--- config.mk ---
export PLATFORM = sky130hd
export DESIGN_NAME = de_frame_responder
export DESIGN_NICKNAME = d
export VERILOG_FILES = /design/src/rtl/de_pkg.sv /design/src/rtl/de_byte_merge.sv /design/src/rtl/de_frame_responder.sv
export SDC_FILE = /design/constraint.sdc
export NUM_CORES = 1
export LEC_CHECK = 0
export CORE_MARGIN = 2
export CORE_UTILIZATION = 36
export DETAILED_ROUTE_END_ITERATION = 10
export GPL_TIMING_DRIVEN = 0
export HOLD_SLACK_MARGIN = 0.03
export PLACE_DENSITY = 0.75
export SLEW_MARGIN = 30
export SYNTH_ARGS = -nofsm -noshare
export SYNTH_HDL_FRONTEND = slang
export SYNTH_HIERARCHICAL = 1
export SYNTH_SLANG_ARGS = --single-unit
--- constraint.sdc ---
create_clock -name clk -period 3.25 [get_ports clk]
set_clock_uncertainty 0.1 [all_clocks]
set_input_delay 0.8125 -clock clk [delete_from_list [all_inputs] [get_ports clk]]
set_output_delay 0.8125 -clock clk [all_outputs]
set_load 0.02 [all_outputs]
--- src/rtl/de_pkg.sv ---
// Shared types and constants for the drawing-engine frame-store responder.
// State enum, byte-enable constants and bus widths.
package de_pkg;

  localparam int DE_ADDR_W = 18;
  localparam int DE_DATA_W = 32;

  localparam logic [3:0] NBYTE_ALL  = 4'b0000;
  localparam logic [3:0] NBYTE_NONE = 4'b1111;

  typedef enum logic [2:0] {
    IDLE,
    ACCESS,
    ACK,
    RMW_RD,
    RMW_WR
  } de_state_e;

endpackage

--- src/rtl/de_byte_merge.sv ---
// Combinational byte-lane merge: enabled lanes (nbyte bit low) take the new
// word, disabled lanes keep the old word.
module de_byte_merge
  import de_pkg::*;
(
  input  logic [DE_DATA_W-1:0] i_old,
  input  logic [DE_DATA_W-1:0] i_new,
  input  logic [3:0]           i_nbyte,
  output logic [DE_DATA_W-1:0] o_word
);

  always_comb begin
    o_word = i_old;
    for (int i = 0; i < 4; i++) begin
      if (!i_nbyte[i]) o_word[8*i +: 8] = i_new[8*i +: 8];
    end
  end

endmodule

--- src/rtl/de_frame_responder.sv ---
// Drawing-engine memory port responder driving a synchronous frame store.
// Define DE_RMW_EN for memories without byte enables (read-modify-write).
module de_frame_responder
  import de_pkg::*;
#(
  parameter int WAIT_CYCLES = 2,
  parameter int ADDR_W      = DE_ADDR_W
) (
  input  logic              clk,
  input  logic              rst,
  input  logic              de_req,
  output logic              de_ack,
  input  logic [ADDR_W-1:0] de_addr,
  input  logic [3:0]        de_nbyte,
  input  logic              de_rnw,
  input  logic [31:0]       de_w_data,
  output logic [31:0]       de_r_data,
  output logic              mem_cs,
  output logic              mem_we,
  output logic [3:0]        mem_be,
  output logic [ADDR_W-1:0] mem_addr,
  output logic [31:0]       mem_wdata,
  input  logic [31:0]       mem_rdata
);

  localparam logic [3:0] LAST = 4'(WAIT_CYCLES - 1);

  de_state_e  r_state;
  logic [3:0] r_cnt;
  logic       r_rnw;

  // mem_addr and mem_wdata double as the request holding registers
`ifdef DE_RMW_EN
  logic [3:0]  r_nbyte;
  logic [31:0] w_merged;
  logic        w_partial;

  assign w_partial = (de_nbyte != NBYTE_ALL) && (de_nbyte != NBYTE_NONE);

  de_byte_merge u_merge (
    .i_old   (mem_rdata),
    .i_new   (mem_wdata),
    .i_nbyte (r_nbyte),
    .o_word  (w_merged)
  );
`endif

  always_ff @(posedge clk or posedge rst) begin
    if (rst) begin
      r_state   <= IDLE;
      r_cnt     <= '0;
      r_rnw     <= 1'b0;
      de_ack    <= 1'b0;
      de_r_data <= '0;
      mem_cs    <= 1'b0;
      mem_we    <= 1'b0;
      mem_be    <= '0;
      mem_addr  <= '0;
      mem_wdata <= '0;
`ifdef DE_RMW_EN
      r_nbyte   <= NBYTE_NONE;
`endif
    end else begin
      unique case (r_state)
        IDLE: begin
          if (de_req) begin
            r_rnw     <= de_rnw;
            mem_addr  <= de_addr;
            mem_wdata <= de_w_data;
            mem_cs    <= 1'b1;
            r_cnt     <= '0;
`ifdef DE_RMW_EN
            r_nbyte <= de_nbyte;
            mem_be  <= 4'b1111;
            if (!de_rnw && w_partial) begin
              mem_we  <= 1'b0;
              r_state <= RMW_RD;
            end else begin
              mem_we  <= !de_rnw && (de_nbyte != NBYTE_NONE);
              r_state <= ACCESS;
            end
`else
            mem_be  <= de_rnw ? 4'b1111 : ~de_nbyte;
            mem_we  <= !de_rnw && (de_nbyte != NBYTE_NONE);
            r_state <= ACCESS;
`endif
          end
        end
        ACCESS: begin
          if (r_cnt == LAST) begin
            if (r_rnw) de_r_data <= mem_rdata;
            mem_cs  <= 1'b0;
            mem_we  <= 1'b0;
            de_ack  <= 1'b1;
            r_cnt   <= '0;
            r_state <= ACK;
          end else begin
            r_cnt <= r_cnt + 4'd1;
          end
        end
        ACK: begin
          de_ack  <= 1'b0;
          r_state <= IDLE;
        end
`ifdef DE_RMW_EN
        RMW_RD: begin
          if (r_cnt == LAST) begin
            mem_wdata <= w_merged;
            mem_we    <= 1'b1;
            r_cnt     <= '0;
            r_state   <= RMW_WR;
          end else begin
            r_cnt <= r_cnt + 4'd1;
          end
        end
        RMW_WR: begin
          if (r_cnt == LAST) begin
            mem_cs  <= 1'b0;
            mem_we  <= 1'b0;
            de_ack  <= 1'b1;
            r_cnt   <= '0;
            r_state <= ACK;
          end else begin
            r_cnt <= r_cnt + 4'd1;
          end
        end
`endif
        default: r_state <= IDLE;
      endcase
    end
  end

endmodule

==> results.tsv, run 1 <==
metric	value	unit
post_cts_buffers	0	
grt_pass1_wl	14500	µm
root_buffer	clkbuf_8	
startpoint_type	input port	
timing.fmax	413.4	MHz
wl_per_cell	15.59	µm
top_layer	met4	
gp_congestion	0.6928	
min_period	2.419	ns
die_height	105.1	µm
cts_buffer_depth	2	
dieArea	11050	µm²
rows	36	
p_per_area	995.8	nW/µm²
syn_avg_cell_area	15.67	µm²
drt_pass1_iterations	4	
final_common_cell	clkdlybuf4s50_1	
grt_pass1_vias	2858	
hold_buffers	0	
htree_levels	3	
wirelength	8822	µm
status	finished, final reports clean	
worstMarginPinSlew	0.5281	ns
dr_wl_met2	4527	µm
ys_seq_area_share	65.24	%
grt_max_degree	24	
worstSkewPairLatency	0.35	ns
crit_type	in -> reg	
ys_seq_elements	96	
finalSetupTns	0	ns
diodes	0	
clock_sinks	96	
cts_tree	done	
ant_nets	0	
yosys_warnings	6	
crit_arrival	2.56	ns
dp_hpwl	6900	µm
core-area	9864	µm²
initial_utilization	37.33	%
cts_buffers	9	
grt_usage	16.82	%
num_vias	2600	
antenna_found_initial	0	
ios	179	
relSlewSlack	64.64	%
die_x	105.1	µm
ir_worst_vdd	0.0004613	V
wl_met1	3378	µm
clkTransAtPathRegs	0.09	ns
leakage	2.448	nW
final_core_util	60.21	%
register_area	2402	µm²
drive_above_1_share	26.56	%
numPortBuffers	178	
fill_cells	790	
maxCapViolCount	0	
fin_nets	520	
netlist_area	3682	µm²
fin_cells	566	
dr_wl_met3	787	µm
synth_cell_types	24	
cp_max_fo	10	
hold_viol	0	
fin_crit_sh	74.43	%
multi_input_area	1195	µm²
cp.required	3.39	ns
setup_viol	0	
fin_area	5939	µm²
synthCells	235	
slew_viol_final	0	
layout_common_cells	178 x clkdlybuf4s50_1, 96 x dfrtp_1, 83 x mux2_2	
cp-end-kind	flip-flop	
rsz0062_at_grt	false	
placed_area	5737	µm²
viasPerCell	4.594	
synth_fp_nets	327	
place_inst	550	
areaGrowthSynthToFinish	61.30	%
drt_iter0_markers	94	
ctsResizeCount	0	
grt.overflow.total	0	
drc_errors	0	
min_path_type	reg -> reg	
-- metrics by stage --
step                hold WS [ns]  setup slack (ns)  power (W)
finish                    0.4083            0.8311   0.005915
floorplan                 0.3620             1.079   0.003698
global route              0.4296            0.6812   0.006265
global placement          0.3819           0.06380   0.005101
detailed placement        0.3947           0.01837   0.005209
CTS                       0.4065            0.4063   0.006012
-- worst paths after layout --
kind	startpoint	end	slack [ns]	cells after the start
max	de_req	mem_addr[17]$_DFFE_PP0P_	0.83	4
min	de_r_data[10]$_DFFE_PP0P_	de_r_data[10]$_DFFE_PP0P_	0.41	1
max reg2reg	r_cnt[1]$_DFFE_PP0P_	de_r_data[20]$_DFFE_PP0P_	0.84	7
min reg2reg	de_r_data[10]$_DFFE_PP0P_	de_r_data[10]$_DFFE_PP0P_	0.41	1
max in group asynchronous	rst	r_cnt[2]$_DFFE_PP0P_	1.50	5
min in group asynchronous	rst	de_r_data[22]$_DFFE_PP0P_	0.73	2
-- cell type report --
cell class | instances | area share [%]
clock inverter | 5 | 0.9480
multi-input combinational | 123 | 20.12
timing repair buffer | 182 | 31.73
clock buffer | 11 | 2.380
inverter | 5 | 0.3792
tap | 133 | 2.802
sequential | 96 | 40.45
buffer | 11 | 1.201
-- Yosys cell counts, drive strengths merged --
cell / number / area, µm²
a22oi: 1 / 7.510
a31oi: 5 / 31.28
and2: 1 / 7.510
buf: 9 / 63.81
clkbuf: 2 / 7.510
dfrtp: 96 / 2402
ha: 2 / 25.02
inv: 5 / 18.77
mux2: 83 / 934.7
nand2: 6 / 22.52
nand2b: 2 / 12.51
nand3: 4 / 20.02
nand4: 1 / 6.260
nor2: 5 / 18.77
nor2b: 2 / 12.51
nor3: 1 / 5.000
nor3b: 1 / 7.510
nor4b: 1 / 23.77
o21ai: 3 / 15.01
o21bai: 1 / 7.510
o31ai: 2 / 15.01
o41ai: 1 / 8.760
or3b: 1 / 8.760
-- kinds of logic after synthesis --
kind of cell | Yosys count | share of synthesized area, %
simple gates | 25 | 3.942
flops | 96 | 65.24
buf+inv | 16 | 2.447
fa+ha+maj | 2 | 0.6795
compound gates | 13 | 2.311
mux | 83 | 25.38
-- flip-flops by register name (all words and copies together) (netlist names) --
register / count
de_ack: 1
mem_addr: 18
mem_wdata: 32
r_cnt: 4
mem_we: 1
mem_be: 4
r_state: 2
r_rnw: 1
de_r_data: 32
mem_cs: 1
-- layer usage --
layer  track usage (%)  vias up
li1                  -     1215
met1             18.86     1252
met2             29.31      123
met3             5.614       10
met4             6.857        0
met5                 0        -
-- power breakdown --
group / switching, W / internal [W]
registers: 0.000309 / 0.00179
clock network: 0.000394 / 0.000376
logic: 0.00140 / 0.00165
total: 0.00210 / 0.00382
-- critical path: stages --
cell	delay, ns
clkdlybuf4s50_1	0.50
nor3b_2	0.48
buf_2	0.38
mux2_2	0.38
Power figures use the tool's default switching activity.
==> run 2, diff against run 1 <==
clock period = 2.1 ns   (was 3.25 ns; I/O delays follow)
==> run 2 against run 1 <==
Effect of this change:
- the flow now finishes with violations (setup timing)
- non-clock buffer count increased by 6
- total power increased by 63%
- critical path depth increased by 3
- combinational power increased by 66%
- largest cell class unchanged
- highest routed layer unchanged
==> results.tsv, run 2 (synthesis results as in run 1) <==
metric	value	unit	change
ios	179		unchanged
grt.overflow.total	0		unchanged
cp.required	2.23	ns	was 3.39 ns
clock_sinks	96		unchanged
total_power	0.009665	W	was 0.005915 W
timing.fmax	464.8	MHz	
num_vias	2682		was 2600
ant_nets	0		unchanged
setup_viol	32		was 0
antenna_found_initial	0		unchanged
worstMarginPinSlew	0.3836	ns	was 0.5281 ns
grt_pass1_wl	14340	µm	was 14500 µm
die_x	105.1	µm	unchanged
htree_levels	3		unchanged
multi_input_area	1311	µm²	was 1195 µm²
areaGrowthSynthToFinish	67.62	%	was 61.30%
ir_worst_vdd	0.0007094	V	was 0.0004613 V
drc_errors	0		unchanged
hold_viol	0		unchanged
fill_cells	776		was 790
drt_iter0_markers	92		was 94
crit_type	reg -> reg		was in -> reg
top_regs	de_r_data: 32 flops, mem_wdata: 32 flops, mem_addr: 18 flops		unchanged
cp_max_fo	7		was 10
final_common_cell	clkdlybuf4s50_1		unchanged
relSlewSlack	74.38	%	was 64.64%
wl_per_cell	15.97	µm	was 15.59 µm
p_per_area	1566	nW/µm²	was 995.8 nW/µm²
violations	setup timing		
die_height	105.1	µm	unchanged
min_path_type	in -> async		was reg -> reg
dp_hpwl	6671	µm	was 6900 µm
setup_slack	-0.05149	ns	was 0.8311 ns
slew_viol_final	0		unchanged
wirelength	9132	µm	was 8822 µm
clkTransAtPathRegs	0.09	ns	about the same
register_area	2402	µm²	unchanged
cts_buffers	9		unchanged
numPortBuffers	178		unchanged
crit_arrival	2.28	ns	was 2.56 ns
cts_buffer_depth	2		unchanged
drt_pass1_iterations	4		unchanged
core-area	9864	µm²	unchanged
grt_pass1_vias	2768		was 2858
fin_nets	526		was 520
reg2reg_to	de_r_data[20]$_DFFE_PP0P_		unchanged
gp_congestion	0.7435		was 0.6928
rrSetupSlack	-0.05	ns	was 0.84 ns
rows	36		unchanged
layout_common_cells	178 x clkdlybuf4s50_1, 96 x dfrtp_1, 55 x mux2_2		was 178 x clkdlybuf4s50_1, 96 x dfrtp_1, 83 x mux2_2
grt_usage	16.31	%	was 16.82%
diodes	0		unchanged
viasPerCell	4.689		was 4.594
worstSkewPairLatency	0.34	ns	was 0.35 ns
min_period	2.151	ns	
r2r_start	r_cnt[1]$_DFFE_PP0P_		unchanged
status	complete, but fails checks		was finished, final reports clean
drive_above_1_share	28.47	%	was 26.56%
cts_tree	done		unchanged
pre_cts_ws	-0.4805	ns	was 0.01837 ns
initial_utilization	37.33	%	unchanged
root_buffer	clkbuf_8		unchanged
grt_max_degree	30		was 24
ff2ff_path_depth	7		unchanged
cp-end-kind	flip-flop		unchanged
startpoint_type	flip-flop		was input port
fin_crit_sh	102.5	%	
dieArea	11050	µm²	unchanged
leakage	2.590	nW	was 2.448 nW
maxCapViolCount	0		unchanged
rsz0062_at_grt	true		was false
[run 2: per-layer routing]
metal	up-vias	GRT usage (%)	wire length, µm
met5	-	0	0
met4	0	5.238	133
met3	13	6.176	809
met2	130	27.09	4464
met1	1316	19.56	3724
li1	1223	-	-
[run 2: area by class of cell]
type	instances	share of cell area (%)
Timing Repair Buffer	190	31.89
Sequential cell	96	38.92
Clock buffer	13	2.899
Inverter	5	0.3649
Clock inverter	3	0.7501
Multi-Input combinational cell	123	21.24
Tap cell	133	2.696
Buffer	9	1.237
[run 2: worst max-delay path: stages (launching register included)]
cell and delay [ns]:
dfrtp_1 0.40, inv_1 0.06, ha_2 0.14, or3b_4 0.39, nor4b_4 0.27, buf_6 0.21
clkbuf_16 0.17, mux2_4 0.29
[run 2: report_power, final]
part / switching (W) / total, W / internal, W
Clock: 0.000626 / 0.00131 / 0.000686
Sequential: 0.000518 / 0.00329 / 0.00277
Combinational: 0.00222 / 0.00507 / 0.00285
[run 2: repair_timing]
action                     4_1_cts  5_1_grt
setup endpoints to repair       82       37
hold buffers                     0        0
pin swaps                        1        1
resized for setup               15       22
buffers inserted                 5        1
gates cloned                     1        2
[run 2: worst max-delay path by stage]
stage | startpoint | to | slack [ns] | cells after the start
after floorplan | r_cnt[1]$_DFFE_PP0P_ | de_r_data[0]$_DFFE_PP0P_ | -0.07 | 7
after global placement | de_req | mem_addr[12]$_DFFE_PP0P_ | -0.89 | 4
after detailed placement | de_req | mem_addr[16]$_DFFE_PP0P_ | -0.48 | 4
after CTS | r_cnt[1]$_DFFE_PP0P_ | de_r_data[19]$_DFFE_PP0P_ | -0.04 | 7
after global routing | r_cnt[1]$_DFFE_PP0P_ | de_r_data[29]$_DFFE_PP0P_ | -0.12 | 7
final | r_cnt[1]$_DFFE_PP0P_ | de_r_data[20]$_DFFE_PP0P_ | -0.05 | 7
[run 2: per-stage QoR]
step / instance area [µm²] / std cells / utilization (%) / setup TNS, ns / hold WS [ns]
3_5_place_dp: 5699 / 549 / 57.78 / -30.88 / 0.3945
6_report: 6172 / 572 / 62.57 / -0.8983 / 0.3942
3_3_place_gp: 5634 / 546 / 57.12 / -114.30 / 0.3877
2_1_floorplan: 3686 / 235 / - / -2.124 / 0.3620
4_1_cts: 6038 / 570 / 61.21 / -0.5247 / 0.3859
5_1_grt: 6172 / 572 / 62.57 / -3.240 / 0.3960
